--- src/rtl/agex_br_resolve_pkg.sv ---
// Shared definitions for the AGEX branch resolution unit: funct3 codes, FSM encodings and bus width.
package agex_br_resolve_pkg;

    localparam int BR_DBITS        = 32;
    localparam int BR_PHT_IDX_BITS = 8;

    localparam logic [2:0] BR_F3_BEQ  = 3'b000;
    localparam logic [2:0] BR_F3_BNE  = 3'b001;
    localparam logic [2:0] BR_F3_BLT  = 3'b100;
    localparam logic [2:0] BR_F3_BGE  = 3'b101;
    localparam logic [2:0] BR_F3_BLTU = 3'b110;
    localparam logic [2:0] BR_F3_BGEU = 3'b111;

    typedef enum logic [0:0] {
        ST_RUN    = 1'b0,
        ST_SQUASH = 1'b1
    } br_state_t;

    function automatic int bus_width(input int dbits, input int pht_bits);
        return 3 + 3 * dbits + pht_bits;
    endfunction

    localparam int FROM_AGEX_TO_FE_WIDTH = bus_width(BR_DBITS, BR_PHT_IDX_BITS);

endpackage

--- src/rtl/agex_br_resolve_br_cond_eval.sv ---
// Combinational branch condition evaluator: (funct3, rs1, rs2) -> cmp.
module agex_br_resolve_br_cond_eval
    import agex_br_resolve_pkg::*;
#(
    parameter int DBITS = BR_DBITS
) (
    input  logic [2:0]       funct3,
    input  logic [DBITS-1:0] rs1,
    input  logic [DBITS-1:0] rs2,
    output logic             cmp
);

    always_comb begin
        cmp = 1'b0;
        case (funct3)
            BR_F3_BEQ:  cmp = (rs1 == rs2);
            BR_F3_BNE:  cmp = (rs1 != rs2);
            BR_F3_BLT:  cmp = ($signed(rs1) < $signed(rs2));
            BR_F3_BGE:  cmp = ($signed(rs1) >= $signed(rs2));
            BR_F3_BLTU: cmp = (rs1 < rs2);
            BR_F3_BGEU: cmp = (rs1 >= rs2);
            // 010/011 are not branch encodings and never compare true
            default:    cmp = 1'b0;
        endcase
    end

endmodule

--- src/rtl/agex_br_resolve.sv ---
// AGEX branch resolution: computes taken/target, detects mispredicts, drives FE redirect/training bus
// and squashes wrong-path instructions. Optional perf counters under `BR_PERF_CNT_EN.
module agex_br_resolve
    import agex_br_resolve_pkg::*;
#(
    parameter int DBITS        = BR_DBITS,
    parameter int PHT_IDX_BITS = BR_PHT_IDX_BITS,
    parameter int SQUASH_DEPTH = 2,
    parameter int CNT_BITS     = 32
) (
    input  logic                              clk,
    input  logic                              reset,
    input  logic                              in_valid,
    input  logic                              in_stall,
    input  logic                              in_is_cond,
    input  logic                              in_is_jal,
    input  logic                              in_is_jalr,
    input  logic [2:0]                        in_funct3,
    input  logic [DBITS-1:0]                  in_rs1,
    input  logic [DBITS-1:0]                  in_rs2,
    input  logic [DBITS-1:0]                  in_imm,
    input  logic [DBITS-1:0]                  in_pc,
    input  logic [DBITS-1:0]                  in_pcplus,
    input  logic [DBITS-1:0]                  in_pred_pc,
    input  logic [PHT_IDX_BITS-1:0]           in_pht_index,
    output logic [3+3*DBITS+PHT_IDX_BITS-1:0] from_AGEX_to_FE,
    output logic                              wrong_path,
    output logic [CNT_BITS-1:0]               perf_br,
    output logic [CNT_BITS-1:0]               perf_mispred,
    output logic [CNT_BITS-1:0]               perf_squash,
    output logic                              debug_state
);

    localparam int CW = (SQUASH_DEPTH < 1) ? 1 : $clog2(SQUASH_DEPTH + 1);

    // Handshake: in_valid marks an occupied AGEX slot; the slot advances only when
    // in_valid=1 and in_stall=0 (in_stall is the inverted ready). Every resolve,
    // squash decrement and counter update is tied to that advance.
    br_state_t         state;
    logic [CW-1:0]     cnt;
    logic              cmp;
    logic              advance;
    logic              resolve;
    logic              taken;
    logic              mispred;
    logic [DBITS-1:0]  target;
    logic [DBITS-1:0]  actual;

    agex_br_resolve_br_cond_eval #(.DBITS(DBITS)) u_cond (
        .funct3 (in_funct3),
        .rs1    (in_rs1),
        .rs2    (in_rs2),
        .cmp    (cmp)
    );

    assign wrong_path  = (state == ST_SQUASH);
    assign debug_state = state;
    assign advance     = in_valid & ~in_stall;
    assign resolve     = ~reset & advance & ~wrong_path & (in_is_cond | in_is_jal | in_is_jalr);

    assign target  = in_is_jalr ? ((in_rs1 + in_imm) & ~DBITS'(1)) : (in_pc + in_imm);
    assign taken   = in_is_jal | in_is_jalr | (in_is_cond & cmp);
    assign actual  = taken ? target : in_pcplus;
    assign mispred = resolve & (actual != in_pred_pc);

    // Non-resolving cycles present an all-zero bus so FE never trains on stale data
    assign from_AGEX_to_FE = resolve ? {1'b1, mispred, taken, target, in_pcplus, in_pc, in_pht_index}
                                     : '0;

    always_ff @(posedge clk) begin
        if (reset) begin
            state <= ST_RUN;
            cnt   <= '0;
        end else begin
            case (state)
                ST_RUN: begin
                    if (mispred && (SQUASH_DEPTH != 0)) begin
                        state <= ST_SQUASH;
                        cnt   <= CW'(SQUASH_DEPTH);
                    end
                end
                ST_SQUASH: begin
                    if (advance) begin
                        if (cnt == CW'(1)) begin
                            state <= ST_RUN;
                            cnt   <= '0;
                        end else begin
                            cnt <= cnt - CW'(1);
                        end
                    end
                end
                default: begin
                    state <= ST_RUN;
                    cnt   <= '0;
                end
            endcase
        end
    end

`ifdef BR_PERF_CNT_EN
    always_ff @(posedge clk) begin
        if (reset) begin
            perf_br      <= '0;
            perf_mispred <= '0;
            perf_squash  <= '0;
        end else begin
            if (resolve && (perf_br != '1))
                perf_br <= perf_br + CNT_BITS'(1);
            if (mispred && (perf_mispred != '1))
                perf_mispred <= perf_mispred + CNT_BITS'(1);
            if (wrong_path && advance && (perf_squash != '1))
                perf_squash <= perf_squash + CNT_BITS'(1);
        end
    end
`else
    assign perf_br      = '0;
    assign perf_mispred = '0;
    assign perf_squash  = '0;
`endif

endmodule

--- config.mk ---
export PLATFORM = sky130hd
export DESIGN_NAME = agex_br_resolve
export DESIGN_NICKNAME = d
export VERILOG_FILES = /design/src/rtl/agex_br_resolve_pkg.sv /design/src/rtl/agex_br_resolve_br_cond_eval.sv /design/src/rtl/agex_br_resolve.sv
export SDC_FILE = /design/constraint.sdc
export NUM_CORES = 1
export LEC_CHECK = 0
export CORE_AREA = 4 4 161 163
export CTS_CLUSTER_SIZE = 30
export DETAILED_ROUTE_END_ITERATION = 10
export DIE_AREA = 0 0 165 167
export HOLD_SLACK_MARGIN = 0.15
export PLACE_DENSITY = 0.77
export SETUP_SLACK_MARGIN = 0.2
export SLEW_MARGIN = 20
export SYNTH_ARGS = -nofsm -noshare
export SYNTH_HDL_FRONTEND = slang
export SYNTH_HIERARCHICAL = 1
export SYNTH_SLANG_ARGS = --single-unit
export TNS_END_PERCENT = 1
--- constraint.sdc ---
create_clock -name clk -period 10.08 [get_ports clk]
set_input_delay 2.52 -clock clk [delete_from_list [all_inputs] [get_ports clk]]
set_output_delay 2.52 -clock clk [all_outputs]
set_load 0.02 [all_outputs]
==> qor.txt <==
Total power -> 0.7890 mW
Comb pwr share -> 89.9%
Initial antenna violation count -> 1
Sw Pwr -> 0.4202 mW
IO Port Bufs -> 318
Hold_sp -> debug_state
Cells after Synth -> 1209
Pre-CTS setup slack -> -656.1 ps
Drt wl/cell -> 19.74 um
Hold buffers post-CTS -> 0
Status -> complete, no violations
Die ar. -> 27560 um2
Post-DR vias/cell -> 5.329
Hold EP -> debug_state
Worst Path Class, Setup -> in2out
Final Hold Viols -> 0
Total track usage -> 24.93%
Crit. End Element -> output port
Hpwl dp -> 31.55 mm
Worst Tran Pin Value -> 752.1 ps
DRT antenna net count -> 0
Clock slew at reported path FFs -> 30 ps
Worst path arrival time -> 7460 ps
Multi-input logic area -> 7402 um2
Startpoint type of the worst setup path -> primary input
CTS tree -> built
Worst hold path type -> reg2reg
Fmax achieved -> 100.2 MHz
CP Max Fanout -> 9
Reg2reg start -> debug_state
Die Span Y -> 167 um
Clock power frac -> 8.4%
RSZ-0062 raised after global routing -> yes
Syn_area_per_cell -> 6.617 um2
Width of the die -> 165 um
FF-to-FF setup slack -> 8210 ps
Clk_lat worst skew -> 230 ps
Layout Nets -> 1860
Max Cap Viol -> 0
Pre-antenna DRT Iters -> 5
P_int -> 0.3687 mW
DRT iter0 DRCs -> 859
Ys flop type -> dfxtp_1
Drt drc -> 0
Clk buf depth -> 2
Switch share -> 53.26%
Starting Density -> 32.90%
Register area share after synthesis -> 0.7507%
Fill cell count -> 2505
Tcrit/Tclk final -> 99.04%
Max H-tree Level -> 1
Sequential Area -> 60.06 um2
Standard-cell rows -> 57
Vias -> 10010
P_leak -> 5.081 nW
Routability Congestion -> 0.9550
Count of cell types in the netlist -> 93
R2r endpoint -> cnt[1]
R2R cell count -> 5
Critical path required time -> 7560 ps
Clk root buf -> clkbuf_16
YS warnings -> 6
Largest net degree at the start of global routing -> 55
Post-synth EDFFs -> 0
Min Tclk post-route -> 9984 ps
Grt ovf -> 0
Number of global-route vias before repair -> 9764
WL final -> 37.07 mm
First-pass GRT wire length -> 54.63 mm
Hold Path Cell Cnt -> 2
PnR worst setup slack -> 96.40 ps
Slew Limit Fails -> 0
Async set-reset flop share out of synthesis -> 0%
Share of layout cells above drive strength 1 -> 10.56%
Mapped Area -> 8000 um2
Ports -> 415
PwrDens -> 66.08 nW/um2
Setup Skew -> 2.417 ps
Area growth from synthesis to final layout -> 49.23%
Final setup fails -> 0
CORE AREA -> 24320 um2
Peak VDD IR -> 0.05361 mV
Seq pwr share -> 1.7%
Total clock sinks -> 3
CTS buffer count -> 3
Seq cells post-synth -> 3
Slew headroom -> 49.23%
==> cell families (layout without fill, tap and decap cells) <==
family / Yosys count / count (layout) / share of synthesized area (%)
other: 1 / 97 / 0.04687
multiplexers: 23 / 23 / 2.925
XOR/XNOR: 74 / 74 / 8.101
AO/OA/AOI/OAI: 338 / 338 / 28.64
buffers and inverters: 214 / 463 / 14.94
adder cells (fa/ha/maj): 96 / 96 / 15.20
flip-flops: 3 / 3 / 0.7507
AND/OR/NAND/NOR: 460 / 460 / 29.40
==> registers in the layout, indices dropped and copies added (netlist names) <==
signal,flops
debug_state,1
cnt,2
==> worst max path at each step <==
stage                from  slack (ps)  cells past startpoint                   end
5_1_grt        in_rs2[31]        -190                     26  from_AGEX_to_FE[105]
2_1_floorplan  in_rs2[27]        1160                     20  from_AGEX_to_FE[105]
3_5_place_dp   in_rs1[27]        -660                     25  from_AGEX_to_FE[105]
3_3_place_gp    in_rs2[1]        -590                     25  from_AGEX_to_FE[105]
6_report       in_rs2[25]         100                     23  from_AGEX_to_FE[105]
4_1_cts        in_rs2[31]         200                     26  from_AGEX_to_FE[105]
==> worst max-delay path, stage by stage <==
cell and delay [ps]:
clkdlybuf4s50_1 460, inv_1 60, ha_4 270, nand4_1 220
and4bb_2 440, nor3b_2 290, o311a_1 200, nor3b_2 50
buf_4 160, buf_6 120, a211oi_4 290, nor2_4 120
a221oi_1 330, xor2_1 180, nor4_4 320, o2111ai_2 190
nor4_2 300, buf_4 150, nand4_1 140, nor4_4 230
a31o_1 220, inv_1 60, buf_6 130
==> cells in the final DEF (no fill, tap or decap), types with 4 or more instances in the layout <==
cell	n
a211o_1	4
a211oi_1	15
a21o_1	21
a21oi_1	108
a21oi_2	5
a221oi_1	7
a311oi_1	5
a31oi_1	9
and2_1	81
and3_1	7
and4_1	5
buf_4	78
clkdlybuf4s50_1	295
conb_1	96
dlygate4sd2_1	21
ha_1	82
ha_4	12
inv_1	57
inv_2	4
mux2i_1	20
nand2_1	85
nand2b_1	16
nand3_1	26
nand4_1	27
nor2_1	139
nor2b_1	8
nor3_1	16
nor4_1	6
o2111ai_1	6
o211ai_1	12
o21a_1	11
o21ai_0	50
o21ai_1	8
o221ai_1	4
o22ai_1	11
or3_1	8
xnor2_1	45
xor2_1	29
==> power groups by stage <==
stage / logic (mW) / registers, mW / clock network (mW)
floorplan: 0.437 / 0.0138 / 0
global placement: 0.674 / 0.0134 / 0
detailed placement: 0.677 / 0.0135 / 0
CTS: 0.696 / 0.0134 / 0.0664
global route: 0.767 / 0.0135 / 0.0680
finish: 0.710 / 0.0134 / 0.0661
==> layer usage <==
metal / up-vias / part of all wire, % / track usage [%]
li1: 4855 / - / -
met1: 4600 / 40 / 30.60
met2: 489 / 49 / 44.44
met3: 63 / 8.1 / 4.128
met4: 0 / 3.1 / 6.835
met5: - / 0 / 0
==> cell type report <==
cell class | instances | share of cell area, %
Inverter | 61 | 1.918
Timing Repair Buffer | 398 | 31.50
Clock buffer | 4 | 0.6602
Tap cell | 324 | 3.396
Antenna cell | 1 | 0.02096
Sequential cell | 3 | 0.5030
Multi-Input combinational cell | 1087 | 62.00
==> synthesized netlist by cell type, drive strengths merged (20+ instances only) <==
| cell | number | share of area (%) |
|---|---|---|
| and2 | 81 | 6.3 |
| a21o | 21 | 2.0 |
| inv | 61 | 2.9 |
| nand3 | 29 | 1.8 |
| xnor2 | 45 | 4.9 |
| buf | 116 | 10 |
| ha | 94 | 15 |
| nand2 | 88 | 4.2 |
| clkbuf | 37 | 1.7 |
| xor2 | 29 | 3.2 |
| mux2i | 20 | 2.5 |
| o21ai | 61 | 3.9 |
| nor2 | 140 | 6.6 |
| nand4 | 27 | 2.1 |
| a21oi | 113 | 7.2 |
==> repair_timing <==
| item | 4_1_cts | 5_1_grt |
|---|---|---|
| endpoints found under the hold margin | 0 | 0 |
| setup endpoints to repair | 1 | 1 |
| setup buffers | 7 | 0 |
| resized for setup | 67 | 6 |
| gates cloned | 0 | 0 |
| pin swaps | 28 | 1 |
==> through the flow <==
step                      hold WS, ps  TNS [ps]  utilization [%]  instances  instance area, um2
after floorplan                 465.8         0                -       1304                8357
after global placement          485.1    -590.4            47.41       1866               11530
after detailed placement        497.8    -656.1            47.41       1866               11530
after CTS                       503.0         0            48.92       1877               11900
after global routing            555.6    -191.1            49.09       1878               11940
final                           503.7         0            49.09       1878               11940
Note: power is estimated with default switching activity, not from simulation.
